File: config.mk
export PLATFORM = sky130hd
export DESIGN_NAME = matmul_input_loader
export DESIGN_NICKNAME = d
export VERILOG_FILES = /design/src/rtl/matmul_input_loader.sv
export SDC_FILE = /design/constraint.sdc
export NUM_CORES = 1
export LEC_CHECK = 0
export CAP_MARGIN = 10
export CORE_MARGIN = 4
export CORE_UTILIZATION = 25
export CTS_BUF_LIST = sky130_fd_sc_hd__clkbuf_8 sky130_fd_sc_hd__clkbuf_16
export CTS_CLUSTER_DIAMETER = 150
export DETAILED_ROUTE_END_ITERATION = 7
export SLEW_MARGIN = 20
export SYNTH_ARGS = -nofsm -noshare
export SYNTH_HDL_FRONTEND = slang
export SYNTH_SLANG_ARGS = --single-unit
File: constraint.sdc
create_clock -name clk -period 7.4 [get_ports clk]
set_clock_uncertainty 0.05 [all_clocks]
set_input_delay 2.22 -clock clk [delete_from_list [all_inputs] [get_ports clk]]
set_output_delay 2.22 -clock clk [all_outputs]
set_load 0.03 [all_outputs]
File: src/rtl/matmul_input_loader.sv
// ---------------------------------------------------------------------------
// matmul_input_loader
//
// Front end of the 8x8 systolic matrix multiplier. It takes a valid/ready
// stream of DWIDTH-bit elements, all of matrix A followed by all of matrix B.
// It packs the elements four to a word and writes each word through the
// multiplier's BRAM write port. After the last B word it starts the
// multiplier and waits for it to report completion.
//
// Ports
//   clk, reset              clock (posedge) and asynchronous active-high reset
//   go                      one-cycle load request, sampled only in IDLE
//   in_valid/in_data        element stream from the host
//   in_ready                loader accepts an element this cycle
//   enable_writing_to_mem   BRAM address mux select (addr_pi owns the port)
//   addr_pi, data_pi        BRAM word address and packed word
//   we_a, we_b              one-cycle write strobes for the A and B BRAMs
//   start_mat_mul           level start to the multiplier
//   done_mat_mul            completion from the multiplier
//   busy                    high in every state except IDLE
//   load_done               one-cycle pulse when the multiply has completed
//   perf_cycles             (LOADER_PERF_CNT_EN only) busy-cycle counter
//
// Optional feature: define LOADER_PERF_CNT_EN to add the 32-bit perf_cycles
// output. It counts every non-IDLE cycle of the last load and saturates.
// ---------------------------------------------------------------------------
module matmul_input_loader #(
    parameter int DWIDTH      = 16,
    parameter int AWIDTH      = 7,
    parameter int NUM_WORDS_A = 16,
    parameter int NUM_WORDS_B = 16
) (
    input  logic                  clk,
    input  logic                  reset,
    input  logic                  go,
    input  logic                  in_valid,
    input  logic [DWIDTH-1:0]     in_data,
    output logic                  in_ready,
    output logic                  enable_writing_to_mem,
    output logic [AWIDTH-1:0]     addr_pi,
    output logic [4*DWIDTH-1:0]   data_pi,
    output logic                  we_a,
    output logic                  we_b,
    output logic                  start_mat_mul,
    input  logic                  done_mat_mul,
    output logic                  busy,
    output logic                  load_done
`ifdef LOADER_PERF_CNT_EN
    ,
    output logic [31:0]           perf_cycles
`endif
);

    // Index of the last word of each matrix. The legal range check below
    // guarantees that the value fits in AWIDTH bits.
    localparam logic [AWIDTH-1:0] LAST_A = AWIDTH'(NUM_WORDS_A - 1);
    localparam logic [AWIDTH-1:0] LAST_B = AWIDTH'(NUM_WORDS_B - 1);

`ifndef SYNTHESIS
    // Each word count must fit in the BRAM address space. A larger count
    // would wrap the write address and overwrite earlier words.
    if (NUM_WORDS_A < 1 || NUM_WORDS_A > (1 << AWIDTH)) begin : g_bad_num_words_a
        $error("matmul_input_loader: NUM_WORDS_A out of range 1..2^AWIDTH");
    end
    if (NUM_WORDS_B < 1 || NUM_WORDS_B > (1 << AWIDTH)) begin : g_bad_num_words_b
        $error("matmul_input_loader: NUM_WORDS_B out of range 1..2^AWIDTH");
    end
`endif

    typedef enum logic [2:0] {
        S_IDLE,
        S_LOAD_A,
        S_LOAD_B,
        S_SETTLE,
        S_RUN,
        S_WAIT_DONE
    } state_t;

    state_t                   r_state;
    logic [1:0]               r_lane;        // next pack lane to fill
    logic [AWIDTH-1:0]        r_wcnt;        // word index inside current matrix
    logic [2:0][DWIDTH-1:0]   r_pack;        // lanes 0..2; lane 3 comes straight from in_data
    logic                     r_first_wait;  // first cycle of start_mat_mul
    logic                     r_in_ready;
    logic                     r_enable;
    logic [AWIDTH-1:0]        r_addr;
    logic [4*DWIDTH-1:0]      r_data;
    logic                     r_we_a;
    logic                     r_we_b;
    logic                     r_start;
    logic                     r_busy;
    logic                     r_load_done;

    logic                     w_hs;
    logic                     w_word_done;

    assign w_hs        = in_valid && r_in_ready;
    // The fourth element does not wait in r_pack. It goes straight into
    // the output word, so the write starts on the next cycle with no bubble.
    assign w_word_done = w_hs && (r_lane == 2'd3);

    assign in_ready              = r_in_ready;
    assign enable_writing_to_mem = r_enable;
    assign addr_pi               = r_addr;
    assign data_pi               = r_data;
    assign we_a                  = r_we_a;
    assign we_b                  = r_we_b;
    assign start_mat_mul         = r_start;
    assign busy                  = r_busy;
    assign load_done             = r_load_done;

    always_ff @(posedge clk or posedge reset) begin
        if (reset) begin
            r_state      <= S_IDLE;
            r_lane       <= 2'd0;
            r_wcnt       <= '0;
            r_pack       <= '0;
            r_first_wait <= 1'b0;
            r_in_ready   <= 1'b0;
            r_enable     <= 1'b0;
            r_addr       <= '0;
            r_data       <= '0;
            r_we_a       <= 1'b0;
            r_we_b       <= 1'b0;
            r_start      <= 1'b0;
            r_busy       <= 1'b0;
            r_load_done  <= 1'b0;
        end else begin
            // Strobes are single-cycle by default.
            r_we_a      <= 1'b0;
            r_we_b      <= 1'b0;
            r_load_done <= 1'b0;

            if (w_hs) begin
                for (int k = 0; k < 3; k++) begin
                    if (r_lane == 2'(k)) r_pack[k] <= in_data;
                end
                r_lane <= r_lane + 2'd1;
            end

            if (w_word_done) begin
                r_data <= {in_data, r_pack[2], r_pack[1], r_pack[0]};
                r_addr <= r_wcnt;
                r_we_a <= (r_state == S_LOAD_A);
                r_we_b <= (r_state == S_LOAD_B);
            end

            case (r_state)
                S_IDLE: begin
                    if (go) begin
                        r_state    <= S_LOAD_A;
                        r_enable   <= 1'b1;
                        r_busy     <= 1'b1;
                        r_in_ready <= 1'b1;
                        r_lane     <= 2'd0;
                        r_wcnt     <= '0;
                    end
                end

                S_LOAD_A: begin
                    if (w_word_done) begin
                        if (r_wcnt == LAST_A) begin
                            // The last A word is written on the next cycle,
                            // while the stream has already moved on to B.
                            r_wcnt  <= '0;
                            r_lane  <= 2'd0;
                            r_state <= S_LOAD_B;
                        end else begin
                            r_wcnt <= r_wcnt + 1'b1;
                        end
                    end
                end

                S_LOAD_B: begin
                    if (w_word_done) begin
                        if (r_wcnt == LAST_B) begin
                            r_wcnt     <= '0;
                            r_lane     <= 2'd0;
                            r_in_ready <= 1'b0;
                            r_state    <= S_SETTLE;
                        end else begin
                            r_wcnt <= r_wcnt + 1'b1;
                        end
                    end
                end

                S_SETTLE: begin
                    // The final we_b is on the port during this cycle. Give
                    // the BRAM address back to the multiplier only after it.
                    r_enable <= 1'b0;
                    r_addr   <= '0;
                    r_state  <= S_RUN;
                end

                S_RUN: begin
                    r_start      <= 1'b1;
                    r_first_wait <= 1'b1;
                    r_state      <= S_WAIT_DONE;
                end

                S_WAIT_DONE: begin
                    // A done left high by the previous run must not end this
                    // run, so the first start cycle ignores done.
                    if (r_first_wait) begin
                        r_first_wait <= 1'b0;
                    end else if (done_mat_mul) begin
                        r_start     <= 1'b0;
                        r_load_done <= 1'b1;
                        r_busy      <= 1'b0;
                        r_state     <= S_IDLE;
                    end
                end

                default: begin
                    r_state <= S_IDLE;
                end
            endcase
        end
    end

`ifdef LOADER_PERF_CNT_EN
    logic [31:0] r_perf;

    assign perf_cycles = r_perf;

    // Counts every non-IDLE cycle, including the cycle that accepts done.
    // The value then holds until the next go clears it.
    always_ff @(posedge clk or posedge reset) begin
        if (reset) begin
            r_perf <= '0;
        end else if (r_state == S_IDLE) begin
            if (go) r_perf <= '0;
        end else if (r_perf != 32'hFFFF_FFFF) begin
            r_perf <= r_perf + 32'd1;
        end
    end
`endif

endmodule

Word level (Yosys, flattened, before mapping). Index checks and enable logic that the tools add are counted. Widths: inputs -> output; s select.

Register bits: 139. Input port bits: 21. Output and inout bits: 78.

Multiplexer cells: 34. Eq/ne operators: 17. Add/sub/neg operators: 2. Reduce and logical (&&, ||, !) cells: 20.

Operator list (count): $mux 7 (5); $mux 3 (7); $pmux 3 s6 (1); $pmux 7 s2 (1); $reduce_bool 2->1 (6); $mux 1 (10); $ne 2x2->1 const B (5); $pmux 1 s2 (5); $mux 2 (4); $reduce_and 2->1 (4); $reduce_and 4->1 (2); $add 7x1->7 const B (1); $eq 7x4->1 const B (1); $reduce_and 7->1 (1); $eq 3x2->1 const B (2); $eq 3x3->1 const B (2); $ne 2x1->1 const B (3); $reduce_and 3->1 (2); $eq 2x2->1 const B (2); $pmux 2 s2 (1); $eq 3x1->1 const B (1); $logic_not 3->1 (1); $add 2x1->2 const B (1); $eq 2x1->1 const B (1); other kinds (3) (4).

Longest topological paths before layout.
Depth after elaboration: 5. Depth in mapped cells: 7. Depth with buffers taken out: 6.

Worst setup path after synthesis. No wires, ideal clock.

Kind: input to register. Start: input in_valid. End: register r_lane[0]. Setup time: 0.133 ns. Data arrival time: 3.306 ns. Path slack: 3.910 ns. Buffers on the path: 2. Stages on the path: 7. Cells stage by stage: buf_4 > and3_1 > buf_4 > nand3b_4 > or3_1 > o221ai_2 > nor2_2.

Longest elaborated chain between the ends: 5.

Ends and longest elaborated chain: start, declared (line 36) `input logic in_valid,`; $logic_and 1x1->1 (*) (line 97) `assign w_hs = in_valid && r_in_ready;`; $mux 2 (line 134) `if (w_hs) begin`; $mux 2 (line 162, 176); $mux 2 (line 161) `if (w_word_done) begin`; $pmux 2 s2 (*) (line 148) `case (r_state)`; end signal, assigned (line 138) `r_lane <= r_lane + 2'd1;`; end, declared (line 80) `logic [1:0] r_lane;`.

Mark *: on every way between the ends. The rest lies on a longest branch, timed or not. A chain may end at the register's enable or synchronous reset.

Worst setup path after layout.
Start: input in_valid. End: register r_wcnt[2].

Longest elaborated chain between the ends: 4.

Ends and longest elaborated chain: $logic_and 1x1->1 (line 97); $logic_and 1x1->1 (line 100) `assign w_word_done = w_hs && (r_lane == 2'd3);`; $ne 2x1->1 (no source line); $reduce_and 3->1 (no source line); end signal, assigned (line 169) `r_wcnt <= r_wcnt + 1'b1;`; end signal, assigned (line 182) `r_wcnt <= r_wcnt + 1'b1;`; end, declared (line 81) `logic [AWIDTH-1:0] r_wcnt;`.

Every way passes these cells.

==> impl_metrics.py <==
metrics = {
    "logic_synthesis": {
        "synth_top_area_share_pct": 63.17,
        "synthCells": 515,
        "synthTopCellsByCount": "nand2_1, dfrtp_1, mux2_2",
        "syn_area_per_cell_um2": 10.69,
        "yosysSeqAreaShare_pct": 63.17,
        "yosysUniqueCellTypes": 32,
        "yosysMostFrequentCell": "nand2_1",
        "async_reset_ff_share_pct": 100.0,
        "synth_edf_count": 0,
        "yosysTopAreaCell": "dfrtp_1",
        "ys_ff_latch": 139,
        "synthTopCellsByArea": "dfrtp_1, nand2_1, mux2_2, o21ai_0, a21oi_1",
        "syn-num-nets": 541,
        "ys.warnings.count": 0,
        "syn_area_um2": 5507,
        "synth_flop_cell": "dfrtp_1",
    },
    "critical_path": {
        "crit_top_cell": "a21o_1",
        "r2r_setup_slack_ns": 4.88,
        "worst_setup_path_end_kind": "flip-flop",
        "path_class": "in2reg",
        "crit_slowest_cell": "nand3_4",
        "path_cells": "clkdlybuf4s50_1, nand3_4, nor2_2, o21bai_1, a21o_1, a21o_1",
        "required_ns": 7.65,
        "critPathLaunchType": "primary input",
        "startpoint": "in_valid",
        "ff2ff_path_depth": 6,
        "path_max_fanout": 73,
        "reg2reg_to": "r_wcnt[2]",
        "reg2reg_from": "r_lane[1]",
        "max_stage_delay_ns": 0.71,
        "arrival_ns": 4.64,
    },
    "drt": {
        "wl_um": 12970,
        "wl_met1_um": 6317,
        "viasPerCell": 4.295,
        "dr_wl_met2_um": 5833,
        "post_drt_wl_per_cell_um": 14.34,
        "first_pass_iters": 5,
        "wl_met3_um": 669,
        "drc_errors": 0,
        "drt_iter0_drc": 148,
        "ant_nets": 0,
        "vias": 3883,
        "maxUsedRoutingLayer": "met4",
    },
    "pwr": {
        "power.density_nw_per_um2": 453.1,
        "p_leak_nw": 3.402,
        "peakVddDrop_mv": 0.1980,
    },
    "die": {
        "io_pins": 99,
        "rows": 54,
        "die_x_um": 156.4,
        "fp.dieH_um": 156.4,
        "core_area_um2": 21760,
        "die-area_um2": 24460,
        "initial_core_util_pct": 25.31,
    },
    "placement": {
        "place_area_um2": 6769,
        "placed_cells": 872,
        "dp_hpwl_um": 7968,
        "port_buffers": 98,
        "place_congestion": 0.7424,
    },
    "timing": {
        "fin_crit_sh_pct": 59.24,
        "fin_tns_setup_ns": 0,
        "slew_headroom_pct": 28.46,
        "worst_pin_slew_ns": 1.070,
        "post-route-min-period_ns": 4.384,
        "hold_violations": 0,
        "max_freq_mhz": 228.1,
        "slew_viol_final": 0,
        "setup_viol": 0,
        "rsz0062_at_grt": "no",
    },
    "clock_tree": {
        "hold_buffers": 0,
        "clk_pin_slew_ns": 0.06,
        "cts_buffer_depth": 2,
        "cts_buffers": 17,
        "insertion_delay_ns": 0.41,
        "cts_setup_buffers": 0,
        "cts_tree": "built",
        "clock-sinks": 139,
        "cts.root.buffer_cell": "clkbuf_16",
        "h-tree-depth": 4,
        "cts_resized": 0,
    },
    "min_path": {
        "min_delay_path_depth": 2,
        "hp-start": "r_pack[41]",
        "min_to": "data_pi[41]",
        "hp-class": "reg2reg",
    },
    "layout": {
        "drive_gt1_share_pct": 15.54,
        "n_antenna_cell": 0,
        "n_fill_cell": 2239,
        "ff_latch_area_um2": 3478,
        "fin_nets": 637,
        "final_area_um2": 7342,
        "multi_input_area_um2": 1921,
        "syn2layout_area_growth_pct": 33.33,
        "final_cells": 904,
    },
    "global_routing": {
        "track_usage_pct": 11.23,
        "grt_max_degree": 92,
        "grt_overflow": 0,
        "grt_pass1_vias": 3982,
        "antenna_found_initial": 0,
        "grt_pass1_wl_um": 21560,
    },
    "job": {
        "maxCapViolations": 0,
    },
    "run_status": {
        "status": "finished clean",
    },
}
## metal layers
metal | up-vias | track usage (%)
met1 | 1926 | 15.74
met2 | 81 | 16.74
met5 | - | 0
li1 | 1864 | -
met4 | 0 | 3.471
met3 | 12 | 3.374
## critical path: cells and delay by family
| family | cells | cell delay, ns |
|---|---|---|
| simple gates | 2 | 1.15 |
| buf+inv | 1 | 0.68 |
| compound gates | 3 | 0.58 |
## registers in the layout, summed over array words and instances (netlist names), 2 cells and up
register,count
addr_pi,7
data_pi,64
r_wcnt,7
r_state,3
r_pack,48
r_lane,2
## layout make-up
class | instances | share of cell area [%]
clock buffer | 18 | 5.982
clock inverter | 14 | 1.823
inverter | 5 | 0.3238
multi-input combinational | 348 | 26.16
sequential | 139 | 47.38
tap | 280 | 4.772
timing repair buffer | 100 | 13.57
## stage by stage
| stage | hold slack (ns) | utilization (%) | power, W | setup slack [ns] |
|---|---|---|---|---|
| final | 0.4066 | 33.75 | 0.003327 | 3.016 |
| after CTS | 0.4112 | 33.75 | 0.003381 | 2.982 |
| after global routing | 0.4314 | 33.75 | 0.003547 | 2.759 |
| after detailed placement | 0.3941 | 31.11 | 0.002531 | 2.531 |
| after floorplan | 0.3831 | - | 0.002024 | 1.405 |
| after global placement | 0.3919 | 31.11 | 0.002508 | 2.582 |
## worst max path at each step
stage | endpoint | slack [ns] | cells past startpoint
detailed placement | r_wcnt[2] | 2.53 | 6
finish | r_wcnt[2] | 3.02 | 6
global placement | r_wcnt[2] | 2.58 | 6
floorplan | addr_pi[0] | 1.41 | 1
CTS | r_wcnt[2] | 2.98 | 6
global route | r_wcnt[2] | 2.76 | 6
## cells by family (layout without fill, tap and decap cells)
| logic type | Yosys count | after routing | share of synthesized area [%] |
|---|---|---|---|
| compound gates | 39 | 39 | 4.272 |
| simple gates | 251 | 251 | 18.61 |
| flops | 139 | 139 | 63.17 |
| xor+xnor | 5 | 5 | 0.7952 |
| fa+ha+maj | 5 | 5 | 1.136 |
| mux | 48 | 48 | 9.816 |
| buf+inv | 28 | 137 | 2.204 |
## where the power goes
| part | internal, W | switching [W] |
|---|---|---|
| Clock | 0.000479 | 0.000355 |
| Combinational | 0.000534 | 0.000694 |
| Sequential | 0.00109 | 0.000180 |
| Total | 0.00210 | 0.00123 |
## placed cells by master, fill, tap and decap left out, types with 3 or more instances in the layout
cell	synthesis	layout
o21ai_0	15	15
a21o_1	4	4
ha_1	5	5
nand2_1	215	215
clkinvlp_4	0	3
mux2_2	48	48
inv_6	0	5
clkinv_2	0	3
nand3_1	7	6
clkbuf_16	0	17
clkdlybuf4s50_1	0	98
dfrtp_1	139	139
nor2_1	7	7
nand2b_1	4	4
nor2b_1	3	3
xor2_1	4	4
a21oi_1	13	13
inv_1	5	4
nor2_2	6	6
Note: power is estimated with default switching activity, not from simulation.
